===== config.mk =====
export PLATFORM = sky130hd
export DESIGN_NAME = my_alu_divider
export DESIGN_NICKNAME = d
export VERILOG_FILES = /design/src/rtl/my_alu_divider.sv
export SDC_FILE = /design/constraint.sdc
export NUM_CORES = 1
export LEC_CHECK = 0
export BUFFER_PORTS_ARGS = -buffer_cell sky130_fd_sc_hd__clkbuf_2
export CAP_MARGIN = 20
export CORE_UTILIZATION = 65
export CTS_BUF_LIST = sky130_fd_sc_hd__clkbuf_16
export DETAILED_ROUTE_END_ITERATION = 10
export GPL_TIMING_DRIVEN = 1
export PLACE_DENSITY = 0.95
export SYNTH_ARGS = -nofsm -noshare
export SYNTH_HDL_FRONTEND = slang
export SYNTH_SLANG_ARGS = --single-unit

===== constraint.sdc =====
create_clock -name clock -period 9.1 [get_ports clock]
set_input_delay 1.82 -clock clock [delete_from_list [all_inputs] [get_ports clock]]
set_output_delay 1.82 -clock clock [all_outputs]
set_load 0.1 [all_outputs]

===== src/rtl/my_alu_divider.sv =====
// rtl/my_alu_divider.sv - multicycle signed restoring divider, one quotient bit per clock.
// Optional remainder output enabled by defining DIV_REMAINDER_EN.
module my_alu_divider #(
  parameter int DATA_WIDTH = 32,
  parameter int CNT_WIDTH  = 6
) (
  input  logic                  clock,
  input  logic                  reset,
  input  logic                  ctrl_DIV,
  input  logic [DATA_WIDTH-1:0] data_operandA,
  input  logic [DATA_WIDTH-1:0] data_operandB,
  output logic [DATA_WIDTH-1:0] data_result,
  output logic                  data_exception,
  output logic                  data_resultRDY,
`ifdef DIV_REMAINDER_EN
  output logic [DATA_WIDTH-1:0] data_remainder,
`endif
  output logic                  busy
);

  localparam logic [DATA_WIDTH-1:0] MIN_NEG  = {1'b1, {(DATA_WIDTH-1){1'b0}}};
  localparam logic [DATA_WIDTH-1:0] ALL_ONES = '1;
  localparam logic [DATA_WIDTH-1:0] ONE      = 1;
  localparam logic [DATA_WIDTH:0]   ONE_X    = 1;
  localparam logic [CNT_WIDTH-1:0]  CNT_ONE  = 1;
  localparam logic [CNT_WIDTH-1:0]  LAST_CNT = CNT_WIDTH'(DATA_WIDTH - 1);

  typedef enum logic [1:0] {IDLE, ITER, FIXUP, DONE} state_t;

  state_t                state_q, state_d;
  logic [CNT_WIDTH-1:0]  cnt_q, cnt_d;
  logic [DATA_WIDTH-1:0] rem_q, rem_d;
  logic [DATA_WIDTH-1:0] quo_q, quo_d;
  logic [DATA_WIDTH-1:0] div_q, div_d;
  logic                  neg_quo_q, neg_quo_d;
  logic [DATA_WIDTH-1:0] result_q, result_d;
  logic                  exc_q, exc_d;
`ifdef DIV_REMAINDER_EN
  logic                  neg_rem_q, neg_rem_d;
  logic [DATA_WIDTH-1:0] remout_q, remout_d;
`endif

  logic [DATA_WIDTH-1:0] abs_a, abs_b;
  logic [DATA_WIDTH:0]   r_shift, trial;
  logic                  div_zero, overflow;

  // Magnitudes stay unsigned, so |MIN_NEG| is represented exactly.
  assign abs_a = data_operandA[DATA_WIDTH-1] ? (~data_operandA + ONE) : data_operandA;
  assign abs_b = data_operandB[DATA_WIDTH-1] ? (~data_operandB + ONE) : data_operandB;

  assign div_zero = (data_operandB == '0);
  assign overflow = (data_operandA == MIN_NEG) && (data_operandB == ALL_ONES);

  // Shifted partial remainder is < 2|B|, so the difference fits in DATA_WIDTH+1 signed bits.
  assign r_shift = {rem_q, quo_q[DATA_WIDTH-1]};
  assign trial   = r_shift + ~{1'b0, div_q} + ONE_X;

  always_ff @(posedge clock or negedge reset) begin
    if (!reset) begin
      state_q   <= IDLE;
      cnt_q     <= '0;
      rem_q     <= '0;
      quo_q     <= '0;
      div_q     <= '0;
      neg_quo_q <= 1'b0;
      result_q  <= '0;
      exc_q     <= 1'b0;
`ifdef DIV_REMAINDER_EN
      neg_rem_q <= 1'b0;
      remout_q  <= '0;
`endif
    end else begin
      state_q   <= state_d;
      cnt_q     <= cnt_d;
      rem_q     <= rem_d;
      quo_q     <= quo_d;
      div_q     <= div_d;
      neg_quo_q <= neg_quo_d;
      result_q  <= result_d;
      exc_q     <= exc_d;
`ifdef DIV_REMAINDER_EN
      neg_rem_q <= neg_rem_d;
      remout_q  <= remout_d;
`endif
    end
  end

  always_comb begin
    state_d   = state_q;
    cnt_d     = cnt_q;
    rem_d     = rem_q;
    quo_d     = quo_q;
    div_d     = div_q;
    neg_quo_d = neg_quo_q;
    result_d  = result_q;
    exc_d     = exc_q;
`ifdef DIV_REMAINDER_EN
    neg_rem_d = neg_rem_q;
    remout_d  = remout_q;
`endif
    case (state_q)
      IDLE: begin
        if (ctrl_DIV) begin
          div_d     = abs_b;
          quo_d     = abs_a;
          rem_d     = '0;
          cnt_d     = '0;
          neg_quo_d = data_operandA[DATA_WIDTH-1] ^ data_operandB[DATA_WIDTH-1];
`ifdef DIV_REMAINDER_EN
          neg_rem_d = data_operandA[DATA_WIDTH-1];
`endif
          if (div_zero) begin
            state_d  = DONE;
            result_d = '0;
            exc_d    = 1'b1;
`ifdef DIV_REMAINDER_EN
            remout_d = data_operandA;
`endif
          end else if (overflow) begin
            state_d  = DONE;
            result_d = MIN_NEG;
            exc_d    = 1'b1;
`ifdef DIV_REMAINDER_EN
            remout_d = '0;
`endif
          end else begin
            state_d = ITER;
          end
        end
      end
      ITER: begin
        // A negative trial restores the shifted remainder and shifts in a 0.
        quo_d = {quo_q[DATA_WIDTH-2:0], ~trial[DATA_WIDTH]};
        rem_d = trial[DATA_WIDTH] ? r_shift[DATA_WIDTH-1:0] : trial[DATA_WIDTH-1:0];
        cnt_d = cnt_q + CNT_ONE;
        if (cnt_q == LAST_CNT) begin
          state_d = FIXUP;
        end
      end
      FIXUP: begin
        result_d = neg_quo_q ? (~quo_q + ONE) : quo_q;
        exc_d    = 1'b0;
`ifdef DIV_REMAINDER_EN
        remout_d = neg_rem_q ? (~rem_q + ONE) : rem_q;
`endif
        state_d  = DONE;
      end
      DONE: begin
        state_d = IDLE;
      end
      default: begin
        state_d = IDLE;
      end
    endcase
  end

  assign data_result    = result_q;
  assign data_exception = exc_q;
  assign data_resultRDY = (state_q == DONE);
  assign busy           = (state_q != IDLE);
`ifdef DIV_REMAINDER_EN
  assign data_remainder = remout_q;
`endif

endmodule


Word-level counts from Yosys, hierarchy flattened
Cells that the tools add are included.
W data, S select, Z words.
Word-level totals
  register bits: 138
  output and inout port bits: 35
  word-level logic and storage cells: 62
Cells by class
  reduce and logical (&&, ||, !) cells: 10
  multiplexer cells: 23
  add/sub/neg operators: 6
  bitwise gates (word level): 6
  equality and inequality tests: 9
Operators by type and width (number)
  $mux W32: 9
  $pmux W32 S2: 3
  $add A32 B1 Y32 const B: 3
  $not A32 Y32: 3
  $eq A32 B32 Y1 const B: 2
  $add A33 B1 Y33 const B: 1
  $add A33 B33 Y33: 1
  $not A32 Y33: 1
  $logic_not A32 Y1: 1
  $pmux W6 S2: 1
  $mux W2: 4
  $pmux W2 S4: 1
  $add A6 B1 Y6 const B: 1
  $eq A6 B5 Y1 const B: 1
  $mux W6: 1
  $reduce_and A2 Y1: 3
  $reduce_bool A2 Y1: 3
  $eq A2 B2 Y1 const B: 2
  $ne A2 B2 Y1 const B: 2
  $mux W1: 3
  $ne A3 B3 Y1 const B: 1
  $reduce_and A3 Y1: 1
  $eq A2 B1 Y1 const B: 1
  $logic_not A2 Y1: 1
  4 further kinds: 4

Depth between registers and ports, before layout
Gate-level depths: netlist (run 1).
  depth in word-level cells: 6
  depth in mapped cells: 14
  depth with buffers taken out: 12

Worst setup path before layout (run 1)
Ideal clock, no wire load.
  path kind: in2reg
  start point: in data_operandB[6]
  end point: reg result_q[8], in the netlist data_result[8]
  setup time: 0.133 ns
  data arrival time: 4.552 ns
  cell stages on the path: 11
  setup slack: 4.415 ns
  data required time: 8.967 ns
  cells stage by stage: or4_4 > or3_4 > or3_4 > or3_1 > buf_2 > o311a_1 > or2_1 > buf_6 > buf_4 > nand2_1 > o21ai_0
Between the ends
  cells in the longest elaborated chain, start to end: 4
  elaborated cells on any way between the ends: 8
Ends and longest elaborated chain
  start, declared: RTL line 11  | input logic [DATA_WIDTH-1:0] data_operandB,
  $eq A32 B32 Y1 / $logic_not A32 Y1 (equally long branches): RTL line 52, 51
  $logic_and A1 B1 Y1 / $mux W32 (equally long branches): RTL line 52, 112
  $ne A3 B3 Y1 (no line) / $mux W32 (equally long branches)
  $reduce_and A3 Y1 (no line) / $pmux W32 S2 (equally long branches)
  end signal, assigned: RTL line 79  | result_q <= result_d;
  end, declared: RTL line 36  | logic [DATA_WIDTH-1:0] result_q, result_d;
Parallel ways exist; a longest one is shown, timed or not. The select of a mux whose other input is x is not followed.
A chain may end at the register's enable or synchronous reset.

Final worst setup path (run 1)
  start point: in data_operandB[6]
  end point: reg result_q[9], in the netlist data_result[9]
Same word-level chain as after synthesis.

==> results of run 1 <==
-- layout by cell type (no fill, tap or decap), types with 18 or more instances in the layout --
cell      count
xnor2_1      41
inv_1        56
dfrtp_1     138
o211ai_1     28
a21oi_1      63
o21ai_0     134
clkbuf_2    100
nand2_1     198
or3_1        20
a21o_1       23
xor2_1       72
nor2_1       49
o31ai_1      28
ha_1         41
nand4_1      33
nor3_1       18
-- sequential cells by signal, summed over array words and instances (netlist names) --
signal          count
data_result        32
quo_q              32
data_exception      1
cnt_q               6
state_q             2
neg_quo_q           1
rem_q              32
div_q              32
-- layer usage --
| layer | vias to the layer above | track usage |
|---|---|---|
| met4 | 0 | 0.1146 |
| met2 | 531 | 0.5401 |
| met3 | 92 | 0.09020 |
| met1 | 4499 | 0.4719 |
| met5 | - | 0 |
| li1 | 4362 | - |
-- where the power goes --
group | internal, mW | switching (mW)
sequential | 0.868 | 0.282
combinational | 0.896 | 1.84
clock | 0.414 | 0.300
total | 2.18 | 2.43
-- worst max-delay path, stage by stage --
cell      delay (ns)
clkbuf_2        0.13
or4_4           0.55
or3_4           0.35
or3_4           0.37
or3_1           0.48
o311a_1         0.46
nor2b_2         0.18
nand2_1         0.40
o21ai_0         0.33
-- per-stage QoR --
stage | util | total power, mW | cells
2_1_floorplan | - | 3.177 | 1186
3_3_place_gp | 0.7040 | 3.633 | 1410
3_5_place_dp | 0.7040 | 3.735 | 1410
4_1_cts | 0.7454 | 4.498 | 1442
5_1_grt | 0.7477 | 4.895 | 1444
6_report | 0.7477 | 4.604 | 1444
-- worst paths after layout --
path	to
min in group asynchronous	rem_q[12]
hold / removal	data_result[10]
hold reg to reg	data_result[10]
max in group asynchronous	quo_q[0]
setup reg to reg	rem_q[13]
setup / recovery	data_result[9]
-- layout make-up --
| cell class | instances | area, µm² |
|---|---|---|
| repair buffers | 109 | 589.3 |
| flip-flops and latches | 138 | 3453 |
| inverters | 56 | 210.2 |
| well taps | 184 | 230.2 |
| fillers | 961 | 3667 |
| clock buffers | 17 | 425.4 |
| clock inverters | 15 | 176.4 |
| multi-input cells | 925 | 5782 |
-- logic make-up after synthesis --
| family | share of synthesized area |
|---|---|
| xor+xnor | 0.1020 |
| buf+inv | 0.05119 |
| mux | 0.007350 |
| fa+ha+maj | 0.05493 |
| compound gates | 0.2316 |
| simple gates | 0.1970 |
| flops | 0.3559 |
==> impl_results.md, run 1 <==
- Met1 wire length: between 10 and 15 mm
- Seq/Total Area, Yosys: 0.3559
- CP max FO: 22
- GRT Resource Usage Total: 0.3478
- Worst hold path stage count: 2
- TritonCTS Sinks: between 100 and 150
- Worst Hold Class: register to register
- Lkg Pwr: between 4 and 5 nW
- 1st-iter DRT viols: around 1400
- Max Cap Viol: 0
- Met3 WL: 2.651 mm
- Top-count cell post-synth: nand2_1
- Status: complete, no violations
- Cell at the root of the clock tree: clkbuf_16
- Std cell rows: 44
- Worst vdd ir: between 0.3 and 0.4 mV
- Critical path arrival: 5.09 ns
- Global-route wire length before repair: about 42 mm
- Area after DPL: 0.01023 mm²
- Syn. warnings: 0
- Yosys top cell by area: dfrtp_1
- Avg Cell Area, Syn: 8.181 µm²
- Port Buffers: between 100 and 150
- Largest net degree at the start of global routing: 77
- Worst-case reg-to-reg path depth: 13
- Final Cell Area: approximately 0.011 mm²
- Die ar.: 0.01542 mm²
- Main area contributors after synthesis: dfrtp_1 (36%), nand2_1 (7.7%), o21ai_0 (7.0%), xor2_1 (6.5%), ha_1 (5.3%)
- Core Box Area: roughly 0.015 mm²
- Syn Std Cell Area: a little under 0.01 mm²
- DR DRC count: 0
- Final WS setup: approximately 4.3 ns
- Cell count after synthesis: about 1200
- Setup Buffers After CTS: 0
- Worst Hold Launch: data_result[10]
- Clock-pin slew on the worst setup and hold paths: about 0.060 ns
- H-tree Lvls: 4
- Maximum root-to-sink buffer count: 2
- DIE HEIGHT: approximately 120 µm
- Synth top cells by count: nand2_1 (199), dfrtp_1 (138), o21ai_0 (135), xor2_1 (72), a21oi_1 (64)
- Clock Skew: slightly above 0.009 ns
- Synthesized Nets: about 1300
- Unique masters post-synth: 63
- CTS resizes: 0
- Setup TNS: 0 ns
- CTS hold repair buffers: 0
- Total Wirelength: 26.11 mm
- Antenna diodes: 0
- Vias per cell: between 6 and 7
- Crit path launch: data_operandB[6]
- Ports: a little over 100
- Startpoint types: input pin
- Vias in the first global route: about 8700
- Layout cell share with drive strength beyond 1: 0.1262
- Clock Latency Late Sink: between 0.4 and 0.5 ns
- WHS: between 0.4 and 0.5 ns
- Final ANT Viol Nets: 0
- CP endpoint kind: register
- Global-route congestion overflow total: 0
- Post-synth EDFFs: 0
- Pwr Density: approximately 420 mW/mm²
- Fin nets: between 1000 and 1500
- Routability cong.: just over 0.9
- DR top layer: met4
- Detailed Place HPWL: 17.60 mm
- Post-place setup slack: roughly 4 ns
- Crit share post-route: 0.5221
- Setup Viol. Count Final: 0
- Starting Density: 0.6676
- Initial antenna violation count: 0
- Required @ worst endpoint: 9.44 ns
- RSZ-0062 raised after global routing: no
- Final min period: roughly 4.8 ns
- Met2 WL post-DR: ~12 mm
- Asr flop ratio synth: 1.000
- Dominant synthesized flop cell: dfrtp_1
- Max Clk Rate: about 0.21 GHz
- Reg2reg start: quo_q[31]
- Final Max Tran Viols: 0
- CTS Buf Count: 17
- Per-cell routed wire length: ~18 µm
- Yosys reg bits: 138
- Vias: roughly 9500
- Area Growth Syn to Fin: 11.99%
- Die Wd: between 100 and 150 µm
- First-pass DRT Iterations: 7
- Reg2reg setup slack: 4.77 ns
- Share of the synthesized area in the top cell type: 0.3559
- Final Hold Viols: 0
- CTS tree: done
- Critical Setup Path Class: input pin to register
- Slew HR: 0.3226
- Worst slew pin tran: between 1 and 1.5 ns
No activity file was read; power rests on OpenSTA's default activity.
==> run 2, diff against run 1 <==
CORE_UTILIZATION = 60   (was 65)
PLACE_DENSITY = 0.9   (was 0.95)
clock period = 4.6 ns   (was 9.1 ns; I/O delays follow)
==> run 2 against run 1 <==
Worst setup slack got worse by 3.8 ns. Count of clock-buffer cells in the layout unchanged. Final cell count increased by 2.7%. Critical path depth increased by 3. Clock power increased by 88%. Non-clock buffer count increased by 6. Largest power group unchanged. Highest routed layer unchanged.
==> impl_results.md, run 2 (synthesized netlist as in run 1, its figures left out) <==
- P_sw: 4.732 mW
- CTS resizes: 0
- Global-route wire length before repair: a little over 40 mm
- Clock power share: 0.149
- Reg2reg setup slack: between 0.5 and 0.6 ns
- Final min period: 4.015 ns
- Logic pwr share: 0.603
- Critical path arrival: ~4.3 ns
- Die ar.: between 0.015 and 0.02 mm²
- Port Buffers: approximately 100
- Largest net degree at the start of global routing: 74
- Crit-path cells: inv_1 -> ha_1 -> inv_1 -> fa_1 -> a21oi_1 -> o211ai_1 -> and4_1 -> o211a_1 -> nor3_1 -> or3b_2 -> and2_1 -> o211ai_1
- 1st-iter DRT viols: ~830
- Die Wd: around 130 µm
- Final Max Tran Viols: 0
- Setup TNS: 0 ns
- CTS tree: done
- Final ANT Viol Nets: 0
- Pwr Density: roughly 820 mW/mm²
- Clock Latency Late Sink: 0.44 ns
- CP max FO: 26
- Critical Setup Path Class: register to register
- Initial antenna violation count: 1
- Post-Layout Cell Count: ~1500
- TritonCTS Sinks: 138
- Maximum root-to-sink buffer count: 2
- Commonest non-fill, non-tap cell in the layout: nand2_1
- Slew HR: 0.2144
- Vias per cell: 6.238
- CP endpoint kind: register
- Max Clk Rate: 0.2490 GHz
- Part of the power in registers: 0.248
- RSZ-0062 raised after global routing: no
- Fin nets: roughly 1400
- Vias in the first global route: 8440
- Startpoint types: register
- Clock Skew: approximately 0.012 ns
- Starting Density: 0.6130
- Setup Viol. Count Final: 0
- Total Wirelength: approximately 25 mm
- Layout fillers: 1205
- Worst-case reg-to-reg path depth: 12
- H-tree Lvls: 4
- Ports: slightly above 100
- Global-route congestion overflow total: 0
- Lkg Pwr: roughly 4.9 nW
- Layout cell share with drive strength beyond 1: 0.1295
- Status: complete, no violations
- Sw frac: 0.5290
- Routability cong.: slightly above 0.9
- Max Cap Viol: 0
- Clock-pin slew on the worst setup and hold paths: roughly 0.060 ns
- DIE HEIGHT: roughly 130 µm
- Crit path largest cell delay: around 0.91 ns
- CTS hold repair buffers: 0
- GRT Resource Usage Total: 0.3172
- Setup Buffers After CTS: 0
- Worst slew pin tran: ~1.2 ns
- Final Hold Viols: 0
- Post-layout util: 0.6887
- First-pass DRT Iterations: 5
- Detailed Place HPWL: ~18 mm
- Slowest-stage cell, CP: and2_1
- CTS Buf Count: 17
- Commonest cells after routing, fill and taps aside: nand2_1 (198), dfrtp_1 (138), o21ai_0 (134)
- Cell at the root of the clock tree: clkbuf_16
- DP Cell Count: ~1500
- Per-cell routed wire length: approximately 17 µm
- Area Growth Syn to Fin: 12.34%
- Vias: between 9000 and 10000
- Std cell rows: 46
- Worst vdd ir: 0.5745 mV
- Power Internal: approximately 4.2 mW
- Core Box Area: about 0.016 mm²
- Required @ worst endpoint: 4.87 ns
- Crit share post-route: 0.8729
- DR DRC count: 0
- Worst Hold Class: input pin to asynchronous set/reset pin
## run 2: changes by cell type in the layout (fill, tap and decap cells not counted), sizes merged
cell      delta
diode        +1
clkinv       +5
clkinvlp     -2
inv          -2
bufinv       -1
buf          +6
## run 2: cell type report
| type | count | area, µm² | area share |
|---|---|---|---|
| flip-flops and latches | 138 | 3453 | 0.3168 |
| clock buffers | 17 | 425.4 | 0.03903 |
| multi-input cells | 925 | 5782 | 0.5304 |
| clock inverters | 15 | 140.1 | 0.01286 |
| diodes | 1 | 2.502 | 0.0002296 |
| inverters | 56 | 210.2 | 0.01928 |
| well taps | 216 | 270.3 | 0.02479 |
| repair buffers | 115 | 616.8 | 0.05659 |
## run 2: power by group through the flow
| stage | registers (mW) | clock network, mW | logic [mW] |
|---|---|---|---|
| 6_report | 2.22 | 1.34 | 5.39 |
| 5_1_grt | 2.27 | 1.40 | 5.89 |
| 4_1_cts | 2.19 | 1.34 | 5.32 |
| 3_5_place_dp | 2.21 | 0 | 5.26 |
| 3_3_place_gp | 2.18 | 0 | 5.10 |
| 2_1_floorplan | 2.75 | 0 | 3.54 |
## run 2: per-stage QoR
stage,setup slack [ns],hold slack [ns],area [µm²],total power [mW]
final,0.5847,0.4761,10900,8.944
after global routing,0.4099,0.5055,10900,9.554
after CTS,0.6573,0.4841,10900,8.845
after detailed placement,0.3726,0.4705,10330,7.461
after global placement,0.4797,0.4612,10330,7.280
after floorplan,0.8150,0.4498,9703,6.284
## run 2: path summary, 6_finish.rpt
kind	from	end
max reg2reg	quo_q[31]	rem_q[24]
min reg2reg	data_result[10]	data_result[10]
max	quo_q[31]	rem_q[24]
min in group clock	data_result[10]	data_result[10]
min	reset	quo_q[10]
max in group asynchronous	reset	div_q[8]
## run 2: worst max-delay path: cells and delay by family, from the launching register on
family	cells	cell delay, ns
compound gates	4	0.98
fa+ha+maj	2	0.59
buf+inv	2	0.19
flops	1	0.39
simple gates	4	1.68
## run 2: layer usage
metal | track usage | share of wire | vias up
li1 | - | - | 4392
met1 | 0.4240 | 0.43 | 4370
met2 | 0.5108 | 0.47 | 426
met3 | 0.06524 | 0.081 | 63
met4 | 0.1149 | 0.025 | 0
met5 | 0 | 0 | -
